<file path="config.mk">
export PLATFORM = sky130hd
export DESIGN_NAME = operand_fetch_stage
export DESIGN_NICKNAME = d
export VERILOG_FILES = /design/src/rtl/operand_fetch_stage.sv
export SDC_FILE = /design/constraint.sdc
export NUM_CORES = 1
export LEC_CHECK = 0
export BUFFER_PORTS_ARGS = -buffer_cell sky130_fd_sc_hd__buf_4
export CAP_MARGIN = 20
export CORE_UTILIZATION = 45
export CTS_CLUSTER_DIAMETER = 120
export DETAILED_ROUTE_END_ITERATION = 10
export PLACE_DENSITY = 0.72
export SLEW_MARGIN = 20
export SYNTH_ARGS = -nofsm -noshare
export SYNTH_HDL_FRONTEND = slang
export SYNTH_SLANG_ARGS = --single-unit
</file>
<file path="constraint.sdc">
create_clock -name clk -period 3.2 [get_ports clk]
set_clock_uncertainty 0.15 [all_clocks]
set_input_delay 0 -clock clk [delete_from_list [all_inputs] [get_ports clk]]
set_output_delay 0 -clock clk [all_outputs]
set_load 0.02 [all_outputs]
</file>
<file path="src/rtl/operand_fetch_stage.sv">
// Operand-fetch stage: issues register-file reads, resolves write-back hazards by forwarding,
// and hands operands to execute over a valid/ready interface. Also drives the regfile write port.
module operand_fetch_stage #(
    parameter int DATA_W   = 32,
    parameter int ADDR_W   = 5,
    parameter int ZERO_REG = 1
) (
    input  logic              clk,
    input  logic              rst,
    input  logic              in_valid,
    output logic              in_ready,
    input  logic [ADDR_W-1:0] in_rs1,
    input  logic [ADDR_W-1:0] in_rs2,
    input  logic [ADDR_W-1:0] in_rd,
    input  logic              in_we,
    input  logic              wb_we,
    input  logic [ADDR_W-1:0] wb_addr,
    input  logic [DATA_W-1:0] wb_data,
    output logic [ADDR_W-1:0] AR_1,
    output logic [ADDR_W-1:0] AR_2,
    output logic              RD,
    input  logic [DATA_W-1:0] RD1,
    input  logic [DATA_W-1:0] RD2,
    output logic              WR,
    output logic [ADDR_W-1:0] AW,
    output logic [DATA_W-1:0] WD3,
    output logic              EN,
    output logic              out_valid,
    input  logic              out_ready,
    output logic [DATA_W-1:0] out_a,
    output logic [DATA_W-1:0] out_b,
    output logic [ADDR_W-1:0] out_rd,
    output logic              out_we
);

    typedef enum logic [1:0] {IDLE, READ, HOLD} state_t;

    state_t state_q, state_d;

    logic              accept;
    logic [ADDR_W-1:0] rs1_q, rs1_d, rs2_q, rs2_d, rd_q, rd_d;
    logic [ADDR_W-1:0] ar1_q, ar1_d, ar2_q, ar2_d, out_rd_q, out_rd_d;
    logic              we_q, we_d, out_we_q, out_we_d, out_valid_q, out_valid_d;
    logic              fwd1_q, fwd1_d, fwd2_q, fwd2_d;
    logic [DATA_W-1:0] fwd_data1_q, fwd_data1_d, fwd_data2_q, fwd_data2_d;
    logic [DATA_W-1:0] out_a_q, out_a_d, out_b_q, out_b_d;
    logic [DATA_W-1:0] op1, op2;

    function automatic logic is_zero(input logic [ADDR_W-1:0] r);
        return (ZERO_REG != 0) && (r == '0);
    endfunction

    function automatic logic wb_hit(input logic we, input logic [ADDR_W-1:0] wa,
                                    input logic [ADDR_W-1:0] r);
        return we && (wa == r) && !is_zero(r);
    endfunction

    // State register
    always_ff @(posedge clk) begin
        if (rst) state_q <= IDLE;
        else     state_q <= state_d;
    end

    // Next-state logic
    always_comb begin
        state_d = state_q;
        case (state_q)
            IDLE:    if (accept) state_d = READ;
            READ:    state_d = HOLD;
            HOLD:    if (out_ready) state_d = accept ? READ : IDLE;
            default: state_d = IDLE;
        endcase
    end

    // Output logic
    always_comb begin
        in_ready = (state_q == IDLE) || ((state_q == HOLD) && out_ready);
        accept   = in_valid && in_ready && !rst;
        RD       = accept;
        AR_1     = accept ? in_rs1 : ar1_q;
        AR_2     = accept ? in_rs2 : ar2_q;
    end

    // Regfile returns pre-write data on a same-edge read, so the newest value wins in priority order
    always_comb begin
        op1 = is_zero(rs1_q) ? '0 :
              wb_hit(wb_we, wb_addr, rs1_q) ? wb_data :
              fwd1_q ? fwd_data1_q : RD1;
        op2 = is_zero(rs2_q) ? '0 :
              wb_hit(wb_we, wb_addr, rs2_q) ? wb_data :
              fwd2_q ? fwd_data2_q : RD2;
    end

    always_comb begin
        rs1_d       = rs1_q;
        rs2_d       = rs2_q;
        rd_d        = rd_q;
        we_d        = we_q;
        ar1_d       = ar1_q;
        ar2_d       = ar2_q;
        fwd1_d      = fwd1_q;
        fwd2_d      = fwd2_q;
        fwd_data1_d = fwd_data1_q;
        fwd_data2_d = fwd_data2_q;
        out_a_d     = out_a_q;
        out_b_d     = out_b_q;
        out_rd_d    = out_rd_q;
        out_we_d    = out_we_q;
        out_valid_d = out_valid_q;

        case (state_q)
            READ: begin
                out_a_d     = op1;
                out_b_d     = op2;
                out_rd_d    = rd_q;
                out_we_d    = we_q;
                out_valid_d = 1'b1;
                fwd1_d      = 1'b0;
                fwd2_d      = 1'b0;
            end
            HOLD: begin
                if (out_ready) begin
                    out_valid_d = 1'b0;
                end else begin
                    if (wb_hit(wb_we, wb_addr, rs1_q)) out_a_d = wb_data;
                    if (wb_hit(wb_we, wb_addr, rs2_q)) out_b_d = wb_data;
                end
            end
            default: ;
        endcase

        if (accept) begin
            rs1_d       = in_rs1;
            rs2_d       = in_rs2;
            rd_d        = in_rd;
            we_d        = in_we;
            ar1_d       = in_rs1;
            ar2_d       = in_rs2;
            fwd1_d      = wb_hit(wb_we, wb_addr, in_rs1);
            fwd2_d      = wb_hit(wb_we, wb_addr, in_rs2);
            fwd_data1_d = wb_data;
            fwd_data2_d = wb_data;
        end
    end

    always_ff @(posedge clk) begin
        if (rst) begin
            rs1_q       <= '0;
            rs2_q       <= '0;
            rd_q        <= '0;
            we_q        <= 1'b0;
            ar1_q       <= '0;
            ar2_q       <= '0;
            fwd1_q      <= 1'b0;
            fwd2_q      <= 1'b0;
            fwd_data1_q <= '0;
            fwd_data2_q <= '0;
            out_a_q     <= '0;
            out_b_q     <= '0;
            out_rd_q    <= '0;
            out_we_q    <= 1'b0;
            out_valid_q <= 1'b0;
        end else begin
            rs1_q       <= rs1_d;
            rs2_q       <= rs2_d;
            rd_q        <= rd_d;
            we_q        <= we_d;
            ar1_q       <= ar1_d;
            ar2_q       <= ar2_d;
            fwd1_q      <= fwd1_d;
            fwd2_q      <= fwd2_d;
            fwd_data1_q <= fwd_data1_d;
            fwd_data2_q <= fwd_data2_d;
            out_a_q     <= out_a_d;
            out_b_q     <= out_b_d;
            out_rd_q    <= out_rd_d;
            out_we_q    <= out_we_d;
            out_valid_q <= out_valid_d;
        end
    end

    assign out_valid = out_valid_q;
    assign out_a     = out_a_q;
    assign out_b     = out_b_q;
    assign out_rd    = out_rd_q;
    assign out_we    = out_we_q;

    assign WR  = wb_we & ~rst;
    assign AW  = wb_addr;
    assign WD3 = wb_data;
    assign EN  = ~rst;

endmodule

</file>
==> results_dict.tcl, run 1 <==
set metrics [dict create \
    grt_antenna_before_repair 0 \
    layout.filler_cells 1313 \
    synth_area_per_cell_sq_um 7.889 \
    fp.dieArea_sq_um 17320 \
    muxShareOfSynthArea_pct 6.440 \
    antenna-diode-count 0 \
    number_of_synthesized_flops_with_an_enable_pin 0 \
    detailed_place_hpwl_mm 17.47 \
    syn-num-nets 1084 \
    max_slew.worst_pin.slew_ps 894.0 \
    hp-start "RD1[6]" \
    required_ps 3410 \
    yosysSeqAreaShare_pct 35.23 \
    critical_path_arrival_ps 3240 \
    globalRouteTotalUtil_pct 32.98 \
    synthCells 958 \
    hold_crit_class "in -> reg" \
    totalNegativeSetupSlack_ps 0 \
    num-nets-final 1380 \
    route.vias.total 8807 \
    max-clock-path-buffers 2 \
    setup_viol 0 \
    gr-usage-met2_pct 54.03 \
    gp_routability_congestion 0.8582 \
    peakVddDrop_mv 0.4301 \
    cell_row_count 47 \
    outcome "finished, final reports clean" \
    grt.busiest_layer "met2" \
    max-slew-margin-rel_pct 40.07 \
    postCtsSetupBuffers 0 \
    timing.setup.critical_path_class "reg -> reg" \
    die_height_um 131.6 \
    netlist-cell-type-count 49 \
    drtAntennaViolNets 0 \
    startpoint_type "register" \
    synth_simple_gate_area_share_pct 21.32 \
    drtIter0Drc 938 \
    grt_start_max_net_pins 48 \
    drive_above_1_share_pct 25.89 \
    rsz_0062_raised_after_global_routing "no" \
    layout.cells.non_filler 1487 \
    met3_track_usage_gr_pct 7.407 \
    maxCapViolCount 0 \
    tritoncts "built" \
    post-route-drc-count 0 \
    number_of_global_route_vias_before_repair 8575 \
    postLayoutCellArea_sq_um 11290 \
    yosys_warnings 0 \
    area_added_between_synthesis_and_finish_pct 49.34 \
    report.final.hold_viol_count 0 \
    cts-buffers-inserted 17 \
    totalWireLength_mm 28.67 \
    adder_cell_area_share_of_the_yosys_netlist_pct 0.6623 \
    floorplan.core_area_sq_um 16470 \
    synth_xor_xnor_area_share_pct 2.086 \
    critical_path.startpoint "state_q[0]$_SDFFE_PP0P_" \
    power_density_nw_per_um2 508.7 \
    port_buffers 243 \
    worst_setup_path_end_kind "register" \
    pin_count 244 \
    drt-vias-per-instance 5.923 \
    clk_latency_ps 420 \
    cts.reportedPaths.clkPinSlew_ps 60 \
    grt_util_met1_pct 41.17 \
    total_of_flip_flops_plus_latches_after_synthesis 133 \
    fmax_ghz 0.3301 \
    share_of_the_synthesized_area_in_compound_gates_ao_oa_aoi_oai_pct 25.33 \
    grt_first_pass_wirelength_mm 45.31 \
    starting_density_pct 45.90 \
    final_period_util_pct 94.68 \
    dominantRegCellSynth "dfxtp_1" \
    post-place-cells 1318 \
    die_width_um 131.6 \
    cts_root_buffer "clkbuf_16" \
    drt_pre_antenna_iters 8 \
    report.final.slew_viol_count 0 \
    cts_sinks 133 \
    synth_area_sq_um 7557 \
    power.static_leakage_nw 4.506 \
    timing.rr.start "state_q[0]$_SDFFE_PP0P_" \
    global_route.overflow_total 0 \
    number_of_h_tree_branching_levels 4 \
    final.min_clock_period_ps 3030 \
    detailed_place.area_sq_um 9253 \
    synth-async-reset-ratio_pct 0 \
    avgRoutedWirePerCell_um 19.28 \
    synth_top_family_by_area "compound AO/OA/AOI/OAI gates" \
    worstPathMaxFanout 34 \
]
[metal layers]
| metal | up-vias | part of all wire (%) |
|---|---|---|
| li1 | 4061 | - |
| met1 | 4106 | 40 |
| met2 | 567 | 47 |
| met3 | 73 | 9.8 |
| met4 | 0 | 3.1 |
| met5 | - | 0 |
[registers in the layout (all words and copies together) (netlist names), 2 cells and up]
| name | cells |
|---|---|
| ar1_q | 5 |
| ar2_q | 5 |
| fwd_data2_q | 32 |
| out_a | 32 |
| out_b | 32 |
| out_rd | 5 |
| rd_q | 5 |
| rs1_q | 5 |
| rs2_q | 5 |
| state_q | 2 |
[metrics by stage]
stage / util [%] / total power [W] / hold slack, ps / worst slack [ps]
floorplan: - / 0.002798 / -37.41 / 710.6
global placement: 56.19 / 0.003370 / 92.84 / 723.5
detailed placement: 56.19 / 0.003387 / 91.66 / 634.9
CTS: 68.52 / 0.005716 / 2.603 / 184.7
global route: 68.54 / 0.005958 / 39.08 / 62.77
finish: 68.54 / 0.005741 / 11.72 / 170.3
[cell usage after synthesis, types with 13 or more instances]
cell | number | share of area, %
a211oi_1 | 40 | 4.0
o21ai_0 | 75 | 5.0
dfxtp_1 | 133 | 35
nor3_1 | 50 | 3.3
nor2_1 | 17 | 0.84
nor4_1 | 27 | 2.2
buf_4 | 37 | 3.7
clkbuf_1 | 76 | 3.8
a2111oi_0 | 38 | 4.4
nor2b_1 | 46 | 3.8
nand4_1 | 23 | 1.9
mux2i_1 | 34 | 4.5
a21oi_1 | 79 | 5.2
and2_1 | 14 | 1.2
nand2_1 | 140 | 7.0
mux2_2 | 13 | 1.9
[report_power, final]
group	internal, W	switching [W]
clock	0.00143	0.000780
combinational	0.000687	0.000893
sequential	0.00183	0.000128
total	0.00394	0.00180
[worst max-delay path, stage by stage (launching register included)]
cell and delay (ps):
dfxtp_1 340, inv_1 90, ha_2 210, a21o_1 230, and2_2 190, buf_6 270
nand4_1 150, dlygate4sd3_1 590, a21oi_1 160, dlygate4sd3_1 570
[final timing paths]
| path | endpoint | slack [ps] | cells after the start |
|---|---|---|---|
| max | fwd2_q$_SDFFE_PP0P_ | 170 | 9 |
| min | out_a[6]$_SDFFE_PP0P_ | 10 | 4 |
| max reg2reg | fwd2_q$_SDFFE_PP0P_ | 170 | 9 |
| min reg2reg | rd_q[1]$_SDFFE_PP0N_ | 310 | 2 |
[cell families after synthesis]
kind of cell	after synthesis
AOI/OAI and AO/OA	292
xor gates and xnor gates	18
adders and majority gates	4
buffers and inverters	136
DFF	133
muxes	47
and+or+nand+nor	328
[cell usage in the layout, fill, tap and decap left out, types with 3 or more instances in the layout]
cell type,Yosys,routed
buf_4,37,264
nand2_1,140,139
dlygate4sd3_1,0,137
dfxtp_1,133,131
a21oi_1,79,77
o21ai_0,75,75
nor3_1,50,49
nor2b_1,46,46
a211oi_1,40,40
a2111oi_0,38,38
mux2i_1,34,34
nor4_1,27,27
nand4_1,23,23
clkbuf_16,0,17
nor2_1,17,16
mux2_2,13,13
xnor2_1,12,12
and2_1,14,12
a211o_1,11,11
o21a_1,9,9
o31ai_1,9,9
inv_1,9,8
o2111a_1,8,8
xor2_1,6,6
bufinv_16,0,5
o22ai_1,3,3
o311a_1,3,3
o211ai_1,3,3
clkinv_4,0,3
[final cells by class]
cell class	instances	area [sq um]	area share [%]
clock inverter	12	201.4	1.785
multi-input combinational	689	4249	37.65
clock buffer	20	456.7	4.047
sequential	133	2665	23.61
tap	220	275.3	2.439
timing repair buffer	404	3405	30.17
inverter	9	33.78	0.2993
[what timing repair did]
item | CTS | global route
hold endpoints to repair | 127 | 0
gates resized for setup | 0 | 1
hold buffers | 137 | 0
setup endpoints to repair | 0 | 1
Power figures use the tool's default switching activity.
==> run 2: changes to the inputs <==
--- a/config.mk
+++ b/config.mk
@@ -7,6 +7,7 @@
 export LEC_CHECK = 0
 export BUFFER_PORTS_ARGS = -buffer_cell sky130_fd_sc_hd__buf_4
 export CAP_MARGIN = 20
+export CORE_MARGIN = 8
 export CORE_UTILIZATION = 45
 export CTS_CLUSTER_DIAMETER = 120
 export DETAILED_ROUTE_END_ITERATION = 10
==> constraint.sdc (replaced) <==
create_clock -name clk -period 2.91 [get_ports clk]
set_clock_uncertainty 0.15 [all_clocks]
set_input_delay 0 -clock clk [delete_from_list [all_inputs] [get_ports clk]]
set_output_delay 0 -clock clk [all_outputs]
set_load 0.02 [all_outputs]
==> run 2 against run 1 <==
Highest routed layer unchanged. Setup slack gained 140 ps. Clock power barely moved. Power grew 5.4%. Critical path depth fell by 3. Largest power group unchanged.
==> results_dict.tcl, run 2 (same netlist as run 1, synthesis figures left out) <==
set metrics [dict create \
    rsz_0062_raised_after_global_routing "no" \
    pin_count 244 \
    startpoint_type "register" \
    p_comb_share_pct 28.4 \
    area_added_between_synthesis_and_finish_pct 45.00 \
    grt_first_pass_wirelength_mm 47.48 \
    mostFrequentLayoutCells "270 x buf_4, 139 x nand2_1, 131 x dfxtp_1, 104 x dlygate4sd3_1, 77 x a21oi_1" \
    report.final.slew_viol_count 0 \
    critPathTopFamily "simple AND/OR/NAND/NOR gates" \
    number_of_global_route_vias_before_repair 8583 \
    worstPathCellList "inv_1 -> ha_2 -> a21o_1 -> and3_1 -> mux2_2 -> buf_4" \
    required_ps 2760 \
    grt_antenna_before_repair 1 \
    cell_row_count 47 \
    postCtsSetupBuffers 0 \
    worst_r2r_endpoint "out_b[31]$_SDFFE_PP0P_" \
    setup_viol 0 \
    outcome "finished, final reports clean" \
    power.static_leakage_nw 4.312 \
    avgRoutedWirePerCell_um 20.42 \
    hp-start "RD1[26]" \
    drtAntennaViolNets 0 \
    number_of_h_tree_branching_levels 4 \
    timing.rr.start "state_q[0]$_SDFFE_PP0P_" \
    maxCapViolCount 0 \
    cts-resized-gates 0 \
    cts.reportedPaths.clkPinSlew_ps 50 \
    delay_contributed_by_the_slowest_stage_of_the_critical_path_ps 570 \
    clk_latency_ps 420 \
    totalWireLength_mm 29.85 \
    total_power_w 0.006051 \
    report.final.hold_viol_count 0 \
    worst-r2r-setup-slack_ps 350 \
    tritoncts "built" \
    cts_hold_buffers 104 \
    final.min_clock_period_ps 2600 \
    worst-path-buf-inv 2 \
    drt-vias-per-instance 5.848 \
    fp.dieArea_sq_um 21200 \
    hold_crit_class "in -> reg" \
    timing.setup.critical_path_class "reg -> out" \
    max-slew-margin-rel_pct 39.88 \
    power_density_nw_per_um2 552.2 \
    share_seq_of_total_power_pct 35.4 \
    final_period_util_pct 89.36 \
    gp_routability_congestion 0.8405 \
    cts_sinks 133 \
    worstPathMaxFanout 13 \
    timing.hold.worst_endpoint "out_a[26]$_SDFFE_PP0P_" \
    max-clock-path-buffers 2 \
    global_route.overflow_total 0 \
    max_slew.worst_pin.slew_ps 901.7 \
    slowest_stage "and3_1" \
    cts-buffers-inserted 17 \
    holdPathStages 4 \
    power.internal_w 0.004112 \
    port_buffers 243 \
    grt_start_max_net_pins 79 \
    critical_path_arrival_ps 2450 \
    worst_setup_path_end_kind "primary output" \
    fmax_ghz 0.3846 \
    switching_share_pct 32.04 \
    die_height_um 145.6 \
    p_switching_w 0.001939 \
    drtIter0Drc 722 \
    totalNegativeSetupSlack_ps 0 \
    drt_pre_antenna_iters 6 \
    route.vias.total 8550 \
    peakVddDrop_mv 0.4306 \
    detailed_place_hpwl_mm 19.38 \
    die_width_um 145.6 \
    cts_root_buffer "clkbuf_16" \
    layout_commonest_cell "buf_4" \
    globalRouteTotalUtil_pct 27.51 \
    post-route-drc-count 0 \
    drive_above_1_share_pct 26.94 \
    worstRegToRegCells 7 \
    starting_density_pct 45.73 \
    num-nets-final 1353 \
    floorplan.core_area_sq_um 16520 \
    p_clk_share_pct 36.1 \
]
-- run 2: cell count changes in the layout (fill, tap and decap cells not counted), moves of 2 or more --
cell	change
dlygate4sd3_1	-33
clkinv_4	-2
clkbuf_8	+3
diode_2	+2
clkinv_2	+2
buf_4	+6
bufinv_16	-3
-- run 2: layer usage --
metal  up-vias  global-route usage, %  share of wire, %
li1       4003                      -                 -
met1      3995                  33.92                42
met2       478                  44.60                46
met3        74                  7.400               9.1
met4         0                  11.35               3.0
met5         -                      0                 0
-- run 2: through the flow --
| stage | worst slack (ps) | area, sq um | hold slack (ps) | util, % | cells |
|---|---|---|---|---|---|
| global route | 138.7 | 10960 | 35.00 | 66.30 | 1461 |
| CTS | 301.0 | 10950 | 2.580 | 66.28 | 1460 |
| finish | 309.6 | 10960 | 2.828 | 66.31 | 1462 |
| floorplan | 420.6 | 7557 | -37.41 | - | 958 |
| detailed placement | 395.5 | 9314 | 92.43 | 56.36 | 1324 |
| global placement | 464.0 | 9314 | 91.37 | 56.36 | 1324 |
-- run 2: layout make-up --
type                            instances  area [sq um]
Fill cell                            1373          5567
Inverter                                9         33.78
Clock buffer                           24         501.7
Antenna cell                            2         5.005
Tap cell                              220         275.3
Timing Repair Buffer                  377          3128
Sequential cell                       133          2665
Clock inverter                          8         96.34
Multi-Input combinational cell        689          4253
-- run 2: worst register-to-register path: stages (launching register included) --
cell and delay, ps:
dfxtp_1 380, inv_1 80, ha_2 220, buf_4 200, inv_2 280, nand2_1 450
o311a_1 480, a211oi_1 220
-- run 2: worst max path at each step --
stage / startpoint / end / depth (start not counted)
after CTS: state_q[0]$_SDFFE_PP0P_ / AR_1[0] / 6
after detailed placement: state_q[0]$_SDFFE_PP0P_ / out_b[31]$_SDFFE_PP0P_ / 7
after global placement: state_q[0]$_SDFFE_PP0P_ / out_b[27]$_SDFFE_PP0P_ / 7
final: state_q[0]$_SDFFE_PP0P_ / AR_1[0] / 6
after global routing: state_q[0]$_SDFFE_PP0P_ / fwd2_q$_SDFFE_PP0P_ / 7
after floorplan: state_q[0]$_SDFFE_PP0P_ / ar1_q[0]$_SDFF_PP0_ / 8
-- run 2: power groups by stage --
stage	logic, W	registers [W]	clock network, W
5_1_grt	0.00184	0.00217	0.00231
3_5_place_dp	0.00158	0.00218	0
2_1_floorplan	0.000779	0.00230	0
3_3_place_gp	0.00156	0.00217	0
6_report	0.00172	0.00214	0.00219
4_1_cts	0.00169	0.00214	0.00220
==> run 3: changes to the inputs <==
--- a/config.mk
+++ b/config.mk
@@ -12,7 +12,6 @@
 export CTS_CLUSTER_DIAMETER = 120
 export DETAILED_ROUTE_END_ITERATION = 10
 export PLACE_DENSITY = 0.72
-export SLEW_MARGIN = 20
 export SYNTH_ARGS = -nofsm -noshare
 export SYNTH_HDL_FRONTEND = slang
 export SYNTH_SLANG_ARGS = --single-unit
==> constraint.sdc (replaced) <==
create_clock -name clk -period 2.91 [get_ports clk]
set_clock_uncertainty 0.15 [all_clocks]
set_input_delay 0.582 -clock clk [delete_from_list [all_inputs] [get_ports clk]]
set_output_delay 0.582 -clock clk [all_outputs]
set_load 0.02 [all_outputs]
==> run 3 against run 2 <==
Final cell count fell by 7.1%. Sequential power barely moved. Setup slack got worse by 190 ps. Non-clock buffer count fell by 103. Via count fell by 4.9%. Final area fell by 9.5%. Flip-flop and latch count did not move. Combinational power fell by 8%. Power fell by 2.1%. Register-to-register slack got worse by 70 ps. Critical path type unchanged. Largest power group unchanged.
==> results_dict.tcl, run 3 (same netlist as run 1, synthesis figures left out) <==
set metrics [dict create \
    critPathTopFamily "multiplexers" \
    worst-path-buf-inv 2 \
    postLayoutCellArea_sq_um 9918 \
    required_ps 2180 \
    totalWireLength_mm 28.03 \
    outcome "finished, final reports clean" \
    area_added_between_synthesis_and_finish_pct 31.24 \
    startpoint_type "register" \
    num-nets-final 1251 \
    layout_commonest_cell "buf_4" \
    globalRouteTotalUtil_pct 25.61 \
    report.final.slew_viol_count 0 \
    cell_row_count 47 \
    drive_above_1_share_pct 29.79 \
    tritoncts "built" \
    power_density_nw_per_um2 597.4 \
    global_route.overflow_total 0 \
    antenna-diode-count 0 \
    layout.filler_cells 1494 \
    cts_hold_buffers 0 \
    drt_pre_antenna_iters 5 \
    max_slew.worst_pin.slew_ps 1113 \
    floorplan.core_area_sq_um 16520 \
    avgRoutedWirePerCell_um 20.64 \
    final_period_util_pct 95.86 \
    totalNegativeSetupSlack_ps 0 \
    port_buffers 243 \
    worstPathMaxFanout 6 \
    die_width_um 145.6 \
    critical_path_arrival_ps 2060 \
    hold_crit_class "in -> reg" \
    grt_first_pass_wirelength_mm 44.42 \
    number_of_global_route_vias_before_repair 7999 \
    grt_start_max_net_pins 79 \
    rsz_0062_raised_after_global_routing "no" \
    max-slew-margin-rel_pct 25.81 \
    number_of_h_tree_branching_levels 4 \
    drt-vias-per-instance 5.989 \
    cts_sinks 133 \
    setup_viol 0 \
    worstPathCellList "inv_1 -> ha_2 -> a21o_1 -> and3_4 -> mux2_2 -> buf_4" \
    drtAntennaViolNets 0 \
    slowest_stage "mux2_2" \
    cts.reportedPaths.clkPinSlew_ps 60 \
    worst_setup_path_end_kind "primary output" \
    starting_density_pct 45.73 \
    max-clock-path-buffers 2 \
    gp_routability_congestion 0.8588 \
    mostFrequentLayoutCells "273 x buf_4, 139 x nand2_1, 131 x dfxtp_1, 77 x a21oi_1, 75 x o21ai_0" \
    cts-buffers-inserted 17 \
    cts_root_buffer "clkbuf_16" \
    clk_latency_ps 420 \
    timing.setup.critical_path_class "reg -> out" \
    drtIter0Drc 725 \
    pin_count 244 \
    grt_antenna_before_repair 0 \
    end_of_flow_core_utilization_pct 60.02 \
    report.final.hold_viol_count 0 \
    delay_contributed_by_the_slowest_stage_of_the_critical_path_ps 360 \
    die_height_um 145.6 \
    fp.dieArea_sq_um 21200 \
    detailed_place.area_sq_um 9289 \
    route.vias.total 8133 \
    peakVddDrop_mv 0.4106 \
    power.static_leakage_nw 3.879 \
    fmax_ghz 0.3585 \
    post-route-drc-count 0 \
    maxCapViolCount 0 \
    final.min_clock_period_ps 2790 \
    detailed_place_hpwl_mm 18.98 \
]
[run 3: cell count changes in the layout (fill, tap and decap cells not counted), moves of 2 or more]
cell	before	now
and3_4	0	2
buf_12	3	1
buf_4	270	273
clkbuf_1	2	0
clkinvlp_4	1	3
diode_2	2	0
dlygate4sd3_1	104	0
[run 3: worst paths after layout]
kind / slack, ps / depth (start not counted) / endpoint / startpoint
min reg2reg: 310 / 2 / rd_q[4]$_SDFFE_PP0N_ / rd_q[4]$_SDFFE_PP0N_
min: 260 / 3 / rd_q[2]$_SDFFE_PP0N_ / in_rd[2]
max: 120 / 6 / AR_2[4] / state_q[0]$_SDFFE_PP0P_
max reg2reg: 280 / 9 / out_a[22]$_SDFFE_PP0P_ / state_q[0]$_SDFFE_PP0P_
[run 3: final cells by class]
cell class | instances | area (sq um) | share of cell area (%)
Clock buffer | 21 | 480.5 | 4.844
Clock inverter | 11 | 123.9 | 1.249
Inverter | 9 | 33.78 | 0.3406
Multi-Input combinational cell | 690 | 4270 | 43.06
Sequential cell | 133 | 2665 | 26.87
Tap cell | 220 | 275.3 | 2.775
Timing Repair Buffer | 274 | 2069 | 20.87
[run 3: worst register-to-register path, stage by stage (launching register included)]
cell	delay, ps
dfxtp_1	340
inv_1	100
ha_2	180
buf_4	480
a21bo_2	270
nor2_1	110
a21oi_2	230
buf_4	320
o21ai_0	150
nor4_1	200
[run 3: stage by stage]
| step | hold slack (ps) | total power [W] | std cells | worst slack (ps) |
|---|---|---|---|---|
| finish | 256.1 | 0.005926 | 1358 | 120.4 |
| global route | 246.8 | 0.006181 | 1358 | 20.04 |
| CTS | 239.2 | 0.005934 | 1356 | 75.48 |
| detailed placement | 297.9 | 0.003744 | 1324 | 191.4 |
| global placement | 295.8 | 0.003723 | 1324 | 211.3 |
| floorplan | 286.0 | 0.003077 | 958 | 104.8 |
[run 3: power by group]
group / internal, W / switching, W / total (W)
sequential: 0.00201 / 0.000133 / 0.00214
combinational: 0.000637 / 0.000947 / 0.00158
clock: 0.00135 / 0.000846 / 0.00220
total: 0.00400 / 0.00193 / 0.00593
[run 3: metal layers]
metal / track usage, % / routed length [um] / part of all wire [%] / vias to the layer above
met5: 0 / 0 / 0 / -
met4: 8.329 / 482 / 1.7 / 0
met3: 8.147 / 2703 / 9.6 / 35
met2: 41.17 / 12990 / 46 / 414
met1: 31.91 / 11860 / 42 / 3871
li1: - / - / - / 3813
[run 3: what timing repair did]
| action | in CTS | in global routing |
|---|---|---|
| cloned | 0 | 1 |
| resized for setup | 2 | 2 |
| setup buffers | 0 | 1 |
| endpoints found under the setup margin | 10 | 11 |
| pin swaps | 0 | 1 |
